`config.mk`:
```
export PLATFORM = sky130hd
export DESIGN_NAME = apb_chargen_wbuf
export DESIGN_NICKNAME = d
export VERILOG_FILES = /design/src/rtl/apb_chargen_pkg.sv /design/src/rtl/chargen_wr_fifo.sv /design/src/rtl/apb_chargen_wbuf.sv
export SDC_FILE = /design/constraint.sdc
export NUM_CORES = 1
export LEC_CHECK = 0
export CORE_ASPECT_RATIO = 1.4
export CORE_UTILIZATION = 30
export CTS_BUF_LIST = sky130_fd_sc_hd__clkbuf_4
export CTS_CLUSTER_DIAMETER = 120
export DETAILED_ROUTE_END_ITERATION = 12
export PLACE_DENSITY = 0.56
export SLEW_MARGIN = 20
export SYNTH_ARGS = -nofsm -noshare
export SYNTH_HDL_FRONTEND = slang
export SYNTH_HIERARCHICAL = 1
export SYNTH_SLANG_ARGS = --single-unit
```
`constraint.sdc`:
```
create_clock -name clk_i -period 4.2 [get_ports clk_i]
set_clock_uncertainty 0.15 [all_clocks]
set_input_delay 0.63 -clock clk_i [delete_from_list [all_inputs] [get_ports clk_i]]
set_output_delay 0.63 -clock clk_i [all_outputs]
set_load 0.01 [all_outputs]
```
`src/rtl/apb_chargen_pkg.sv`:
```
// Shared definitions for the APB character-write front-end: register
// offsets, bit positions, APB FSM states and the buffered request type.
package apb_chargen_pkg;

   // Character request widths carried through the write buffer
   localparam int CHAR_W      = 8;
   localparam int CHAR_ADDR_W = 12;

   // Register byte offsets (only paddr[3:2] may be nonzero)
   localparam logic [3:0] CTRL_OFFS    = 4'h0;
   localparam logic [3:0] STATUS_OFFS  = 4'h4;
   localparam logic [3:0] WCOUNT_OFFS  = 4'h8;
   localparam logic [3:0] CHAR_WR_OFFS = 4'hC;

   // CTRL bit indices
   localparam int CTRL_EN_BIT    = 0;
   localparam int CTRL_FLUSH_BIT = 1;

   // STATUS field positions
   localparam int STATUS_EMPTY_BIT = 0;
   localparam int STATUS_FULL_BIT  = 1;
   localparam int STATUS_LEVEL_LSB = 8;
   localparam int STATUS_LEVEL_W   = 8;

   typedef enum logic [1:0] {
      IDLE = 2'd0,
      WAIT = 2'd1,
      RESP = 2'd2
   } apb_fsm_e;

   typedef struct packed {
      logic [CHAR_ADDR_W-1:0] addr;
      logic [CHAR_W-1:0]      code;
   } char_req_t;

endpackage

```
`src/rtl/chargen_wr_fifo.sv`:
```
// Small synchronous FIFO of character requests. A push while full is only
// taken when a pop happens in the same cycle; flush empties it outright.
module chargen_wr_fifo
   import apb_chargen_pkg::*;
#(
   parameter int DEPTH = 4
) (
   input  logic                       clk_i,
   input  logic                       rstn_i,
   input  logic                       push,
   input  logic                       pop,
   input  logic                       flush,
   input  char_req_t                  wdata,
   output logic                       full,
   output logic                       empty,
   output logic [$clog2(DEPTH):0]     level,
   output char_req_t                  rdata
);
   localparam int PW = $clog2(DEPTH);
   localparam int LW = PW + 1;

   char_req_t        mem [DEPTH];
   logic [PW-1:0]    wr_ptr_reg;
   logic [PW-1:0]    rd_ptr_reg;
   logic [LW-1:0]    level_reg;
   logic [LW-1:0]    level_next;
   logic             do_push;
   logic             do_pop;

   assign full    = (level_reg == LW'(DEPTH));
   assign empty   = (level_reg == '0);
   assign level   = level_reg;
   assign rdata   = mem[rd_ptr_reg];
   assign do_push = push & (~full | pop);
   assign do_pop  = pop & ~empty;

   // Occupancy follows the net effect of this cycle's push and pop
   always_comb begin
      level_next = level_reg;
      if (do_push && !do_pop) begin
         level_next = level_reg + LW'(1);
      end else if (do_pop && !do_push) begin
         level_next = level_reg - LW'(1);
      end
   end

   // Pointer and level state; flush wins over any concurrent push/pop
   always_ff @(posedge clk_i or negedge rstn_i) begin
      if (!rstn_i) begin
         wr_ptr_reg <= '0;
         rd_ptr_reg <= '0;
         level_reg  <= '0;
      end else if (flush) begin
         wr_ptr_reg <= '0;
         rd_ptr_reg <= '0;
         level_reg  <= '0;
      end else begin
         if (do_push) wr_ptr_reg <= wr_ptr_reg + PW'(1);
         if (do_pop)  rd_ptr_reg <= rd_ptr_reg + PW'(1);
         level_reg <= level_next;
      end
   end

   // Storage array; contents need no reset since level gates visibility
   always_ff @(posedge clk_i) begin
      if (do_push && !flush) begin
         mem[wr_ptr_reg] <= wdata;
      end
   end

endmodule

```
`src/rtl/apb_chargen_wbuf.sv`:
```
// APB slave that buffers character writes and drains them, one per cycle,
// onto the chargen character-memory write port while enabled.
module apb_chargen_wbuf
   import apb_chargen_pkg::*;
#(
   parameter int APB_ADDR_WIDTH  = 13,
   parameter int APB_DATA_WIDTH  = 32,
   parameter int CHAR_WIDTH      = CHAR_W,
   parameter int CHAR_ADDR_WIDTH = CHAR_ADDR_W,
   parameter int CHAR_COUNT      = 2400,
   parameter int FIFO_DEPTH      = 4
) (
   input  logic                       clk_i,
   input  logic                       rstn_i,
   input  logic [APB_ADDR_WIDTH-1:0]  apb_paddr_i,
   input  logic [APB_DATA_WIDTH-1:0]  apb_pwdata_i,
   input  logic                       apb_pwrite_i,
   input  logic                       apb_psel_i,
   input  logic                       apb_penable_i,
   output logic [APB_DATA_WIDTH-1:0]  apb_prdata_o,
   output logic                       apb_pready_o,
   output logic                       apb_pslverr_o,
   output logic [CHAR_WIDTH-1:0]      char_o,
   output logic [CHAR_ADDR_WIDTH-1:0] char_addr_o,
   output logic                       char_wen_o
);
   localparam int LEVEL_W = $clog2(FIFO_DEPTH) + 1;
   localparam logic [APB_ADDR_WIDTH-1:0] REG_SEL_MASK = APB_ADDR_WIDTH'(4'hC);

   apb_fsm_e                   state_reg, state_next;
   logic                       en_reg;
   logic [31:0]                wcount_reg;
   logic [APB_DATA_WIDTH-1:0]  prdata_reg;
   logic                       pslverr_reg;
   logic                       pready_reg;
   logic [CHAR_WIDTH-1:0]      char_reg;
   logic [CHAR_ADDR_WIDTH-1:0] char_addr_reg;
   logic                       char_wen_reg;

   logic                       access;
   logic                       addr_ok;
   logic [3:0]                 reg_offs;
   logic [CHAR_ADDR_WIDTH-1:0] cell_addr;
   logic                       cell_ok;
   logic                       char_wr_ok;
   logic                       ctrl_wr;
   logic                       ctrl_we;
   logic                       acc_err;
   logic [APB_DATA_WIDTH-1:0]  rd_data;
   logic                       resp_load;
   logic                       unused_wdata;

   logic                       fifo_push, fifo_pop, fifo_flush;
   logic                       fifo_full, fifo_empty;
   logic [LEVEL_W-1:0]         fifo_level;
   char_req_t                  fifo_head, wr_req;

   // Address/data decode of the current bus access
   assign access     = apb_psel_i & apb_penable_i;
   assign addr_ok    = (apb_paddr_i & ~REG_SEL_MASK) == '0;
   assign reg_offs   = {apb_paddr_i[3:2], 2'b00};
   assign cell_addr  = apb_pwdata_i[16 +: CHAR_ADDR_WIDTH];
   assign cell_ok    = int'(cell_addr) < CHAR_COUNT;
   assign char_wr_ok = addr_ok & apb_pwrite_i & (reg_offs == CHAR_WR_OFFS) & cell_ok;
   assign ctrl_wr    = addr_ok & apb_pwrite_i & (reg_offs == CTRL_OFFS);
   assign acc_err    = ~addr_ok
                     | (apb_pwrite_i & ((reg_offs == STATUS_OFFS) | (reg_offs == WCOUNT_OFFS)))
                     | (~apb_pwrite_i & (reg_offs == CHAR_WR_OFFS))
                     | (apb_pwrite_i & (reg_offs == CHAR_WR_OFFS) & ~cell_ok);
   assign unused_wdata = ^apb_pwdata_i;

   assign wr_req.addr = cell_addr;
   assign wr_req.code = apb_pwdata_i[CHAR_WIDTH-1:0];

   // CTRL writes only ever execute from IDLE; kept out of the FSM process so
   // flush/pop do not loop back through the next-state logic.
   assign ctrl_we    = (state_reg == IDLE) & access & ctrl_wr;
   assign fifo_flush = ctrl_we & apb_pwdata_i[CTRL_FLUSH_BIT];
   assign fifo_pop   = en_reg & ~fifo_empty & ~fifo_flush;

   // Read-data mux; anything not a legal read returns 0
   always_comb begin
      rd_data = '0;
      if (addr_ok && !apb_pwrite_i) begin
         case (reg_offs)
            CTRL_OFFS:   rd_data[CTRL_EN_BIT] = en_reg;
            STATUS_OFFS: begin
               rd_data[STATUS_EMPTY_BIT] = fifo_empty;
               rd_data[STATUS_FULL_BIT]  = fifo_full;
               rd_data[STATUS_LEVEL_LSB +: LEVEL_W] = fifo_level;
            end
            WCOUNT_OFFS: rd_data = wcount_reg;
            default:     rd_data = '0;
         endcase
      end
   end

   // APB FSM next state, FIFO push and response capture
   always_comb begin
      state_next = state_reg;
      fifo_push  = 1'b0;
      resp_load  = 1'b0;
      case (state_reg)
         IDLE: begin
            if (access) begin
               if (char_wr_ok && fifo_full && !fifo_pop) begin
                  state_next = WAIT;
               end else begin
                  state_next = RESP;
                  resp_load  = 1'b1;
                  fifo_push  = char_wr_ok;
               end
            end
         end
         WAIT: begin
            if (!access) begin
               state_next = IDLE;
            end else if (!fifo_full || fifo_pop) begin
               state_next = RESP;
               resp_load  = 1'b1;
               fifo_push  = 1'b1;
            end
         end
         RESP:    state_next = IDLE;
         default: state_next = IDLE;
      endcase
   end

   // FSM state and the one-cycle pready strobe that marks RESP
   always_ff @(posedge clk_i or negedge rstn_i) begin
      if (!rstn_i) begin
         state_reg  <= IDLE;
         pready_reg <= 1'b0;
      end else begin
         state_reg  <= state_next;
         pready_reg <= (state_next == RESP);
      end
   end

   // Response data/error, held until the next completed access
   always_ff @(posedge clk_i or negedge rstn_i) begin
      if (!rstn_i) begin
         prdata_reg  <= '0;
         pslverr_reg <= 1'b0;
      end else if (resp_load) begin
         prdata_reg  <= acc_err ? '0 : rd_data;
         pslverr_reg <= acc_err;
      end
   end

   // CTRL.EN register; FLUSH is a pulse and is never stored
   always_ff @(posedge clk_i or negedge rstn_i) begin
      if (!rstn_i) begin
         en_reg <= 1'b0;
      end else if (ctrl_we) begin
         en_reg <= apb_pwdata_i[CTRL_EN_BIT];
      end
   end

   // Drain stage: a popped head appears on the chargen port the next cycle
   always_ff @(posedge clk_i or negedge rstn_i) begin
      if (!rstn_i) begin
         char_reg      <= '0;
         char_addr_reg <= '0;
         char_wen_reg  <= 1'b0;
         wcount_reg    <= '0;
      end else begin
         char_wen_reg <= fifo_pop;
         if (fifo_pop) begin
            char_reg      <= fifo_head.code;
            char_addr_reg <= fifo_head.addr;
            wcount_reg    <= wcount_reg + 32'd1;
         end
      end
   end

   chargen_wr_fifo #(
      .DEPTH (FIFO_DEPTH)
   ) u_fifo (
      .clk_i  (clk_i),
      .rstn_i (rstn_i),
      .push   (fifo_push),
      .pop    (fifo_pop),
      .flush  (fifo_flush),
      .wdata  (wr_req),
      .full   (fifo_full),
      .empty  (fifo_empty),
      .level  (fifo_level),
      .rdata  (fifo_head)
   );

   assign apb_prdata_o  = prdata_reg;
   assign apb_pready_o  = pready_reg;
   assign apb_pslverr_o = pslverr_reg;
   assign char_o        = char_reg;
   assign char_addr_o   = char_addr_reg;
   assign char_wen_o    = char_wen_reg;

endmodule

```
==> flow_summary.toml <==
[detailed_routing]
drt_iter0_drc = 141
ant_nets = 0
dr.pass1.iters = 4
drc = 0
num_vias = 4362
detail_route.wl_per_cell_um = 16.8
avgViaCountPerCell = 4.72
postRouteWirelength_um = 15500

[cells_and_area]
multi_input_area_um2 = 2270
finalInstanceArea_um2 = 8860
regArea_um2 = 4830
drive_above_1_share = 0.141
nNetsFinal = 666
num-fill-cells = 2235
largest_reg_flops = 80
area_growth_pct = 22.9

[critical_path]
crit_fanout = 5
critPathBufInv = 4
crit_required_ns = 4.56
crit_arrival_ns = 3.83
crit_slowest_cell = "clkdlybuf4s50_1"
cp_common_cell = "ha_1"
crit_family = "buffers and inverters"
crit_chain = "clkdlybuf4s50_1, inv_1, ha_1, and3b_1, nand3_1, o21ai_2, clkinv_1, o21ai_4, inv_2, ha_1, fa_1, xnor2_1, or3_2, a21oi_1"
end_kind = "register"
critical_path_class = "in -> reg"
slowest_delay_ns = 0.49
worstSetupStartpointType = "primary input"

[run_status]
status = "completed"

[sta]
maxSlewHeadroom = 0.319
finalHoldViolations = 0
layout_min_cycle_time_ns = 3.48
rsz0062_at_grt = "false"
finalSetupViolCount = 0
max_freq_ghz = 0.288
slew_violations = 0
setup_slack_ns = 0.725
tightest_slew_ns = 1.02
fin_crit_sh = 0.827
setup-tns-final_ns = 0

[place]
hpwl_um = 10500
io_buffers = 92
dp_slack_ns = 0.128
place.gp.congestion = 0.767
dpl_cell_area_um2 = 8550

[floorplan]
num_io_pins = 105
dieWidth_um = 133
initial_core_util = 0.308
dieHeight_um = 185
die-area_um2 = 24700
core_area_um2 = 23400
rows = 66

[global_routing]
grt_usage = 0.135
grt_max_degree = 84
gr-total-overflow = 0
grt_pass1_wl_um = 25200
antenna_found_initial = 1
grt_pass1_vias = 4699

[logic_synthesis]
ys.flop_type = "dfrtp_1"
ys_warn_count = 6
synth_enable_flop_cells = 80
synth_top_area_frac = 0.337
ys_top_cells_by_count = "97 x dfrtp_1, 80 x edfxtp_1, 78 x nand2_1"
synth_largest_area_cell = "dfrtp_1"
ys_ff_latch = 177
syn_area_um2 = 7210
syn_nets = 557
syn-mean-instance-area_um2 = 14.6
synthDistinctLibCells = 50
ys_async_sr_fraction = 0.548
yosys.cell_count.top_type = "dfrtp_1"
ys_seq_area_frac = 0.670
synth_area_leaders = "dfrtp_1 34%, edfxtp_1 33%, mux4_2 6.2%"
syn_inst = 495

[power_and_ir_drop]
ir_worst_vdd_uv = 201
power_density_nw_per_um2 = 321
power.leakage_nw = 3.55

[clock_network]
numClockSinks = 177
cts_made_buffers = 17
htreeDepth = 4
insertion_delay_ns = 0.57
cts.path.max_buffers = 2
cts_root_buf = "clkbuf_4"
ctsResizeCount = 0
clkTransAtPathRegs_ns = 0.16
cts_setup_buffers = 0
cts_tree = "yes"

[hold_path]
hold_class = "reg -> reg"

[flow_run]
drv_cap = 0
==> area by class of cell <==
cell class | count | area share
sequential | 177 | 0.545
multi-input combinational | 289 | 0.256
timing repair buffer | 106 | 0.116
tap | 306 | 0.0432
clock inverter | 15 | 0.0191
clock buffer | 17 | 0.0144
inverter | 13 | 0.00551
antenna | 1 | 0.000282
==> routing by layer <==
layer,GRT usage,part of all wire,vias up
met5,0,0,-
met3,0.0285,0.041,14
met1,0.149,0.40,2216
met4,0.0515,0.013,0
li1,-,-,2040
met2,0.250,0.55,92
==> placed cells by master (no fill, tap or decap), types with 4 or more instances in the layout <==
| cell | netlist | final |
|---|---|---|
| and3_1 | 8 | 8 |
| nand2_1 | 78 | 78 |
| a22oi_1 | 4 | 4 |
| a22o_1 | 27 | 27 |
| buf_4 | 2 | 13 |
| dfrtp_1 | 97 | 97 |
| nand4_1 | 11 | 11 |
| xnor2_1 | 27 | 27 |
| edfxtp_1 | 80 | 80 |
| nor2_1 | 21 | 21 |
| clkbuf_4 | 0 | 17 |
| mux2_2 | 6 | 6 |
| nor3b_2 | 0 | 4 |
| ha_1 | 11 | 11 |
| nand3_1 | 14 | 14 |
| mux4_2 | 20 | 20 |
| xor2_1 | 8 | 8 |
| nor3_1 | 6 | 6 |
| clkdlybuf4s50_1 | 0 | 91 |
| inv_1 | 11 | 11 |
| clkinv_8 | 0 | 5 |
| inv_6 | 0 | 4 |
| and4_1 | 7 | 7 |
==> cell families after synthesis <==
family,count (synthesis),share of synthesized area
muxes,29,0.0769
xor gates and xnor gates,35,0.0425
AOI/OAI and AO/OA,50,0.0606
buffers and inverters,29,0.0179
DFF,177,0.670
and+or+nand+nor,163,0.110
adders and majority gates,12,0.0219
==> per-stage QoR <==
| step | std cells | hold slack, ns | util | power (mW) |
|---|---|---|---|---|
| 6_report | 924 | 0.345 | 0.379 | 2.84 |
| 4_1_cts | 922 | 0.113 | 0.378 | 2.89 |
| 2_1_floorplan | 495 | 0.184 | - | 1.87 |
| 3_5_place_dp | 890 | 0.311 | 0.366 | 1.94 |
| 3_3_place_gp | 890 | 0.311 | 0.366 | 1.94 |
| 5_1_grt | 924 | 0.365 | 0.379 | 2.96 |
==> worst reg2reg max path, stage by stage, from the launching register on <==
cell and delay [ns]:
dfrtp_1 0.50, nor3_1 0.33, nor2b_1 0.16, o21ai_2 0.10, clkinv_1 0.18, o21ai_4 0.31
inv_2 0.10, ha_1 0.24, fa_1 0.39, xnor2_1 0.14, or3_2 0.40, a21oi_1 0.14
==> power by group <==
part	internal (mW)	total [mW]	switching, mW
logic	0.0398	0.0904	0.0507
registers	1.81	1.81	0.000611
clock network	0.274	0.941	0.667
==> worst paths after layout <==
kind,startpoint,end,slack (ns),cells after the start
worst max-delay path,apb_paddr_i[2],u_fifo/level[2],0.72,14
worst min-delay path,wcount_reg[31],wcount_reg[31],0.35,1
worst max register to register,u_fifo/level[0],u_fifo/level[2],1.00,11
worst min register to register,wcount_reg[31],wcount_reg[31],0.35,1
max in group asynchronous,rstn_i,apb_prdata_o[14],2.65,3
min in group asynchronous,rstn_i,char_o[4],0.54,2
==> timing repair <==
action / CTS / global route
endpoints found under the hold margin: 0 / 26
setup endpoints to repair: 0 / 0
hold buffers: 0 / 1
No activity file was read; power rests on OpenSTA's default activity.
